## config.mk

```make
export PLATFORM = sky130hd
export DESIGN_NAME = evm_result_reader
export DESIGN_NICKNAME = d
export VERILOG_FILES = /design/src/rtl/evm_result_reader.sv
export SDC_FILE = /design/constraint.sdc
export NUM_CORES = 1
export LEC_CHECK = 0
export CAP_MARGIN = 20
export CORE_MARGIN = 8
export CORE_UTILIZATION = 57
export DETAILED_ROUTE_END_ITERATION = 8
export PLACE_DENSITY = 0.83
export SLEW_MARGIN = 10
export SYNTH_ARGS = -nofsm -noshare
export SYNTH_HDL_FRONTEND = slang
export SYNTH_SLANG_ARGS = --single-unit
export TNS_END_PERCENT = 50
```

## constraint.sdc

```tcl
create_clock -name clk -period 4.02 [get_ports clk]
set_clock_uncertainty 0.2 [all_clocks]
set_input_delay 0.804 -clock clk [delete_from_list [all_inputs] [get_ports clk]]
set_output_delay 0.804 -clock clk [all_outputs]
set_load 0.01 [all_outputs]
```

## src/rtl/evm_result_reader.sv

```systemverilog
// Reads the EVM core's results once voting closes: steps through the three counts and the
// winner view, captures each tuple and sends it out as a fixed UART-style frame on tx.
module evm_result_reader #(
   parameter int WIDTH   = 7,
   parameter int SETTLE  = 2,
   parameter int BIT_DIV = 4
) (
   input  logic             clk,
   input  logic             rst,
   input  logic             start,
   input  logic             voting_done,
   input  logic             invalid_results,
   input  logic [1:0]       candidate_name,
   input  logic [WIDTH-1:0] results,
   output logic [1:0]       display_results,
   output logic             display_winner,
   output logic             tx,
   output logic             busy,
   output logic             done,
   output logic             error
);

   localparam int FRAME_W = WIDTH + 5;
   localparam int SET_W   = (SETTLE > 1) ? $clog2(SETTLE) : 1;
   localparam int DIV_W   = (BIT_DIV > 1) ? $clog2(BIT_DIV) : 1;
   localparam int BIT_W   = $clog2(FRAME_W);

   // The zero-cycle NEXT decision is taken inside the last SHIFT cycle.
   typedef enum logic [1:0] {IDLE, SELECT, SHIFT, FINISH} state_t;

   state_t             state_q, state_d;
   logic [1:0]         k_q, k_d;
   logic [SET_W-1:0]   settle_q, settle_d;
   logic [DIV_W-1:0]   div_q, div_d;
   logic [BIT_W-1:0]   bit_q, bit_d;
   logic [FRAME_W-1:0] frame_q, frame_d;
   logic [1:0]         dres_d;
   logic               dwin_d, busy_d, done_d, error_d;

   // The frame register doubles as the tx flop: its MSB is the bit on the line.
   assign tx = frame_q[FRAME_W-1];

   always_comb begin
      state_d  = state_q;
      k_d      = k_q;
      settle_d = settle_q;
      div_d    = div_q;
      bit_d    = bit_q;
      frame_d  = frame_q;
      dres_d   = display_results;
      dwin_d   = display_winner;
      busy_d   = busy;
      done_d   = 1'b0;
      error_d  = error;

      case (state_q)
         IDLE: begin
            if (start) begin
               if (!voting_done) begin
                  error_d = 1'b1;
                  done_d  = 1'b1;
               end else begin
                  error_d  = 1'b0;
                  k_d      = 2'd0;
                  settle_d = '0;
                  busy_d   = 1'b1;
                  dres_d   = 2'b00;
                  dwin_d   = 1'b0;
                  state_d  = SELECT;
               end
            end
         end

         SELECT: begin
            if (settle_q == SET_W'(SETTLE - 1)) begin
               frame_d = {1'b0, candidate_name, results, invalid_results, 1'b1};
               div_d   = '0;
               bit_d   = '0;
               state_d = SHIFT;
               if (invalid_results) error_d = 1'b1;
            end else begin
               settle_d = settle_q + SET_W'(1);
            end
         end

         SHIFT: begin
            if (div_q != DIV_W'(BIT_DIV - 1)) begin
               div_d = div_q + DIV_W'(1);
            end else begin
               div_d = '0;
               if (bit_q != BIT_W'(FRAME_W - 1)) begin
                  bit_d   = bit_q + BIT_W'(1);
                  frame_d = {frame_q[FRAME_W-2:0], 1'b1};
               end else begin
                  frame_d = '1;
                  if (k_q != 2'd3) begin
                     k_d      = k_q + 2'd1;
                     settle_d = '0;
                     dres_d   = (k_q == 2'd2) ? 2'b00 : k_q + 2'd1;
                     dwin_d   = (k_q == 2'd2);
                     state_d  = SELECT;
                  end else begin
                     done_d  = 1'b1;
                     busy_d  = 1'b0;
                     dres_d  = 2'b00;
                     dwin_d  = 1'b0;
                     state_d = FINISH;
                  end
               end
            end
         end

         FINISH: state_d = IDLE;

         default: state_d = IDLE;
      endcase

      // Losing voting_done mid-readout abandons whatever frame was in flight.
      if ((state_q == SELECT || state_q == SHIFT) && !voting_done) begin
         frame_d = '1;
         busy_d  = 1'b0;
         dres_d  = 2'b00;
         dwin_d  = 1'b0;
         error_d = 1'b1;
         done_d  = 1'b1;
         state_d = IDLE;
      end
   end

   always_ff @(posedge clk) begin
      if (rst) begin
         state_q         <= IDLE;
         k_q             <= 2'd0;
         settle_q        <= '0;
         div_q           <= '0;
         bit_q           <= '0;
         frame_q         <= '1;
         display_results <= 2'b00;
         display_winner  <= 1'b0;
         busy            <= 1'b0;
         done            <= 1'b0;
         error           <= 1'b0;
      end else begin
         state_q         <= state_d;
         k_q             <= k_d;
         settle_q        <= settle_d;
         div_q           <= div_d;
         bit_q           <= bit_d;
         frame_q         <= frame_d;
         display_results <= dres_d;
         display_winner  <= dwin_d;
         busy            <= busy_d;
         done            <= done_d;
         error           <= error_d;
      end
   end

endmodule

```

; Word level (Yosys, flattened, before mapping)
; Cells that the tools add are included.
[word_totals]
ff_bits = 29
inputBits = 14
output_inout_bits = 7
wordCells = 109
[op_classes]
addsub = 4
n_eq_ne = 18
n_mux = 58
reduce_logical = 18
[op_table]
columns = cell, n
row1 = 2-to-1 mux 12 bit, 3
row2 = 2-to-1 mux 2 bit, 17
row3 = 2-to-1 mux 1 bit, 24
row4 = case mux 12 bit (2 select lines), 1
row5 = inequality test 2 bit (second input constant), 10
row6 = AND reduction 6 bit, 3
row7 = 2-to-1 mux 4 bit, 3
row8 = case mux 2 bit (2 select lines), 3
row9 = AND reduction 5 bit, 2
row10 = case mux 1 bit (2 select lines), 4
row11 = case mux 2 bit (4 select lines), 1
row12 = case mux 4 bit (2 select lines), 1
row13 = AND reduction 4 bit, 2
row14 = == test 2 bit (second input constant), 3
row15 = inequality test 3 x 2 -> 1 bit (second input constant), 2
row16 = nonzero test 3 bit, 2
row17 = adder 2 x 1 -> 2 bit (second input constant), 2
row18 = adder 4 x 1 -> 4 bit (second input constant), 1
row19 = inequality test 4 bit (second input constant), 1
row20 = nonzero test 2 bit, 2
row21 = inequality test 3 bit (second input constant), 1
row22 = case mux 1 bit (3 select lines), 1
row23 = AND reduction 3 bit, 1
row24 = == test 2 x 1 -> 1 bit (second input constant), 1
row25 = 7 further kinds, 7

; Depth between registers and ports, before layout
; Gate-level depths: netlist (run 1).
[depth]
depth_word = 6
ltp_mapped = 7
ltp_nobuf = 6

; Least setup slack after synthesis (run 1)
; Ideal clock, no wire load.
[synth_path]
path_kind = input port to flip-flop
startpoint = input voting_done
endpoint = register state_q[0]
setup_time_ps = 134
arrival_ps = 1444
required_time_ps = 3686
slack_ps = 2242
cell_stages = 4
path_buffers = 1
path_cell_list = nor2b_1 or2_1 clkbuf_1 a211oi_1
[synth_via]
elab_chain_len = 3
elab_cells_between_ends = 5
classes_between = 1 x eq/ne / 4 x reduce/logical
[synth_rtl]
columns = item, line_no
row1 = "start, declared", 11  ; input logic voting_done,
row2 = "parallel branches: the longest is 3 deep, another holds AND reduction 5 bit", n/a
row3 = "end signal, assigned", 144  ; state_q <= state_d;
row4 = "end, declared", 31  ; state_t state_q, state_d;
; Parallel ways; which one is timed is not known.
; A chain may end at the register's enable or synchronous reset.

; Worst setup path after layout (run 1)
[layout_path]
startpoint = input voting_done
endpoint = register settle_q
[layout_via]
elab_chain_len = 2
[layout_rtl]
columns = item, line_no
row1 = inequality test 2 bit (no line), n/a
row2 = AND reduction 6 bit (no line), n/a
row3 = "end signal, assigned", 146  ; settle_q <= settle_d;
row4 = "end, declared", 33  ; logic [SET_W-1:0] settle_q, settle_d;
; No other way between the ends.

==> flow_summary.toml, run 1 <==
[routing]
ant_nets = 0
routed_wl_mm = 3.234
post-route-drc-count = 0
vias = 1254
wl_per_cell_um = 15.62
dr.first_iter.drc_count = 100
avgViaCountPerCell = 6.058
firstDrtPassIters = 4

[setup_path]
endpoint_kind = "register"
path_cells = "clkdlybuf4s50_1 -> a21boi_0 -> a211oi_1 -> mux2i_1 -> nor2_1"
crit_fanout = 5
path_class = "in -> reg"
path_depth = 5
crit_path_start_kind = "input port"
rr_worst_depth = 7
path_delay_family = "compound AO/OA/AOI/OAI gates"
worst_ep_required_time_ns = 4.05
worstPathArrival_ns = 2.32
crit_buf_inv = 1
slowest_delay_ns = 0.61
cp_slowest_cell = "clkdlybuf4s50_1"

[power]
seqPwrFrac_pct = 41.7
finalPower_mw = 0.8168
p_leak_nw = 0.6478
swShare_pct = 33.77
power_frac_comb_pct = 35.5
p_clk_share_pct = 22.8
p_sw_mw = 0.2758
power-per-cell-area_nw_per_um2 = 482.1
ir_worst_vdd_uv = 346.1
internal_power_mw = 0.5409

[final_layout]
post-route-util_pct = 69.65
drive_gt1_share_pct = 5.650
nFillCells = 197
final_common_cell = "dfxtp_1"
area_growth_pct = 17.94
nNetsFinal = 202
ff_latch_area_um2 = 560.5
n_antenna_cell = 0
mostFrequentLayoutCells = "dfxtp_1, clkdlybuf4s50_1, a21oi_1"
multiInputGateArea_um2 = 809.5

[grt]
antenna_found_initial = 0
grt_overflow = 0
grt_use_total_pct = 15.96
grt_pass1_vias = 1229
grt_max_degree = 27
grt_pass1_wl_mm = 5.651

[clock_network]
post_cts_buffers = 0
clk_latency_ns = 0.34
ctsResizeCount = 0
cts_root_buf = "clkbuf_4"
htreeDepth = 1
cts_sinks = 28
clk_pin_slew_ns = 0.15
cts_max_path_buffers = 2
cts_tree = "done"
numCtsBuffers = 3
holdBufCountCts = 0

[synthesis]
syn_nets = 184
syn_area_um2 = 1436
syn_inst = 160
async_reset_ff_share_pct = 0
ys_warn_count = 0
synth_cell_type_count = 41
synth_seq_area_share_pct = 39.02
synth-edff-count = 0
avgSynthCellArea_um2 = 8.977
synth_top_area_cell = "dfxtp_1"
synth_area_leaders = "dfxtp_1, ha_1, a21oi_1, o22ai_1, mux2i_1"
synth_ff_type = "dfxtp_1"
synth_top_area_share_pct = 39.02
synth-seq-cells = 28

[timing]
timing.hold.ws_ns = 0.2852
slew_headroom_pct = 65.77
period_share_pct = 57.06
worstMarginPinSlew_ns = 0.5115
setup_viol = 0
fmax_mhz = 435.9
hold_viol = 0
rsz0062_at_grt = "false"
tns_ns = 0
drv_slew = 0
period_minus_slack_ns = 2.294

[place]
place_hpwl_mm = 2.394
gp_congestion = 0.7604
io_buffers = 20

[min_path]
whs_path_depth = 2
min_path_type = "reg -> reg"

[die]
io_pins = 21
start_util_pct = 59.05
die_y_um = 66.20
core_area_um2 = 2432
die_w_um = 66.20
rows = 18
dieArea_um2 = 4382

[job]
drv_cap = 0

[run_status]
outcome = "finished, final reports clean"
[stage by stage]
step,cell area [um^2],cells,worst slack (ns)
6_report,1694,207,1.726
5_1_grt,1694,207,1.627
4_1_cts,1694,207,1.751
3_5_place_dp,1642,203,1.449
3_3_place_gp,1642,203,1.495
2_1_floorplan,1436,160,2.242
[final cells by class]
type | count | share of cell area [%]
clock inverter | 1 | 1.773
multi-input combinational | 117 | 47.78
tap | 30 | 2.216
clock buffer | 3 | 1.329
sequential | 28 | 33.09
timing repair buffer | 21 | 12.26
inverter | 7 | 1.551
[Yosys cell counts (2+ instances only)]
library cell	count
dfxtp_1	28
a21oi_1	18
o21ai_1	11
ha_1	10
o22ai_1	10
nand2_1	8
nor2_1	8
inv_1	7
mux2i_1	6
buf_2	5
nand2b_1	5
nand3_1	5
nor2b_1	3
nor3_1	3
o21ai_0	3
a211oi_1	2
clkbuf_1	2
nand4b_1	2
o32ai_1	2
[state kept, by name, summed over array words and instances (netlist names)]
name,cells
bit_q,4
error,1
state_q,2
settle_q,1
busy,1
display_results,2
k_q,2
div_q,2
frame_q,11
done,1
display_winner,1
[worst min-delay path, stage by stage, from the launching register on]
cell and delay, ns:
dfxtp_1 0.35, nand2_1 0.06, mux2i_1 0.06
[power groups by stage]
stage / Combinational (mW) / Sequential, mW / Clock [mW]
after global placement: 0.271 / 0.344 / 0
after global routing: 0.318 / 0.345 / 0.202
after CTS: 0.287 / 0.340 / 0.189
after detailed placement: 0.283 / 0.347 / 0
final: 0.290 / 0.341 / 0.186
after floorplan: 0.206 / 0.346 / 0
[cell families after synthesis]
group	synth area share, %
AOI/OAI and AO/OA	26.13
muxes	4.965
adders and majority gates	8.711
and+or+nand+nor	16.55
buffers and inverters	4.617
DFF	39.02
[worst paths after layout]
| check | endpoint | start | slack, ns |
|---|---|---|---|
| setup / recovery | settle_q | voting_done | 1.73 |
| hold / removal | display_results[0] | display_results[0] | 0.29 |
| hold reg to reg | display_results[0] | display_results[0] | 0.29 |
| setup reg to reg | display_results[1] | state_q[0] | 1.83 |
[metal layers]
layer	up-vias	track usage (%)	wire (um)
li1	628	-	-
met1	611	19.51	1462
met2	11	26.42	1632
met3	4	3.559	109
met4	0	6.133	29
met5	-	0	0
Power figures use the tool's default switching activity.
==> run 2: changes to the inputs <==
--- a/config.mk
+++ b/config.mk
@@ -7,9 +7,9 @@
 export LEC_CHECK = 0
 export CAP_MARGIN = 20
 export CORE_MARGIN = 8
-export CORE_UTILIZATION = 57
+export CORE_UTILIZATION = 48
 export DETAILED_ROUTE_END_ITERATION = 8
-export PLACE_DENSITY = 0.83
+export PLACE_DENSITY = 0.75
 export SLEW_MARGIN = 10
 export SYNTH_ARGS = -nofsm -noshare
 export SYNTH_HDL_FRONTEND = slang
==> constraint.sdc (replaced) <==
create_clock -name clk -period 1.85 [get_ports clk]
set_clock_uncertainty 0.2 [all_clocks]
set_input_delay 0.37 -clock clk [delete_from_list [all_inputs] [get_ports clk]]
set_output_delay 0.37 -clock clk [all_outputs]
set_load 0.01 [all_outputs]
==> run 2 against run 1 <==
  * Final cell count rose by 8.7%
  * Largest cell class unchanged
  * Global-route usage fell by 2.1 points
  * Worst hold slack got worse by 0.018 ns
==> flow_summary.toml, run 2 (same netlist as run 1, synthesis figures left out) <==
[run_status]
outcome = "finished, final reports clean"

[die]
io_pins = 21
dieArea_um2 = 4999
die_w_um = 70.71
rows = 20
core_area_um2 = 2953
die_y_um = 70.71
start_util_pct = 48.64

[grt]
grt_pass1_wl_mm = 5.830
grt_use_total_pct = 13.83
grt_overflow = 0
antenna_found_initial = 0
grt_max_degree = 21
grt_pass1_vias = 1361

[setup_path]
path_depth = 1
worst_ep_required_time_ns = 1.28
crit_path_start_kind = "register"
r2r-start = "state_q[0]"
rr_worst_depth = 7
slowest_delay_ns = 0.54
worstPathArrival_ns = 1.25
r2r_slack_ns = 0.05
cp_slowest_cell = "clkdlybuf4s50_1"
path_class = "reg -> out"
crit_start = "busy"
path_delay_family = "buffers and inverters"
timing.rr.end = "frame_q[9]"
crit_fanout = 2
path_cells = "clkdlybuf4s50_1"
endpoint_kind = "output pin"
crit_buf_inv = 1

[clock_network]
cts_max_path_buffers = 2
numCtsBuffers = 3
cts_root_buf = "clkbuf_4"
cts_tree = "done"
clk_pin_slew_ns = 0.15
cts_sinks = 28
clk_latency_ns = 0.32
htreeDepth = 1
holdBufCountCts = 0

[timing]
period_share_pct = 98.49
fmax_mhz = 548.8
period_minus_slack_ns = 1.822
slew_headroom_pct = 75.28
setup_viol = 0
hold_viol = 0
worstMarginPinSlew_ns = 0.3696
drv_slew = 0
setup_slack_ns = 0.02793

[routing]
ant_nets = 0
dr.first_iter.drc_count = 78
avgViaCountPerCell = 5.764
routed_wl_mm = 3.514
post-route-drc-count = 0
wl_per_cell_um = 15.62
vias = 1297
firstDrtPassIters = 4

[place]
io_buffers = 20
gp_congestion = 0.8270
pre_cts_ws_ns = -0.09879
place_hpwl_mm = 2.531

[final_layout]
drive_gt1_share_pct = 21.35
largest_register = "frame_q"
largestRegisters = "frame_q (11), bit_q (4)"
area_growth_pct = 33.88
final_common_cell = "dfxtp_1"
mostFrequentLayoutCells = "dfxtp_1, clkdlybuf4s50_1, a21oi_1"
nNetsFinal = 217
largest_reg_flops = 11
post-route-util_pct = 65.13
n_antenna_cell = 0

[min_path]
holdPathEnd = "display_winner"
whs_path_depth = 2
min_path_type = "reg -> reg"
worstHoldStart = "display_winner"

[power]
power-per-cell-area_nw_per_um2 = 1048
ir_worst_vdd_uv = 559.6
p_leak_nw = 0.7404

[job]
drv_cap = 0
[run 2: through the flow]
stage / TNS, ns / instance area [um^2] / power, mW / hold WS [ns] / instances
6_report: 0 / 1923 / 2.015 / 0.2673 / 225
5_1_grt: -0.007881 / 1923 / 2.113 / 0.3030 / 225
4_1_cts: 0 / 1848 / 1.905 / 0.2679 / 224
3_5_place_dp: -1.005 / 1775 / 1.477 / 0.2480 / 220
3_3_place_gp: -0.4717 / 1775 / 1.446 / 0.2466 / 220
2_1_floorplan: 0 / 1436 / 1.199 / 0.2394 / 160
[run 2: area by class of cell]
cell class / count / area [um^2]
fillers: 230 / 1030
multi-input cells: 117 / 892.1
flip-flops and latches: 28 / 563.0
repair buffers: 36 / 347.8
well taps: 33 / 41.29
clock inverters: 1 / 30.03
inverters: 7 / 26.28
clock buffers: 3 / 22.52
[run 2: per-layer routing]
metal	up-vias	track usage [%]	share of wire, %
li1	661	-	-
met1	609	15.77	44
met2	20	24.41	52
met3	7	2.119	2.8
met4	0	6.697	1.8
met5	-	0	0
[run 2: repair_timing]
| action | CTS | global route |
|---|---|---|
| endpoints found under the setup margin | 14 | 24 |
| buffers inserted | 0 | 1 |
| gates resized for setup | 6 | 14 |
| pin swaps | 0 | 1 |
[run 2: where the power goes]
group | switching, mW | internal [mW]
Sequential | 0.0626 | 0.690
Clock | 0.180 | 0.219
Combinational | 0.437 | 0.427
[run 2: how the worst max path moves through the flow]
stage,end,slack [ns]
floorplan,frame_q[10],0.07
global placement,settle_q,-0.06
detailed placement,display_results[1],-0.1
CTS,state_q[1],0.0005
global route,error,-0.007
finish,busy,0.03
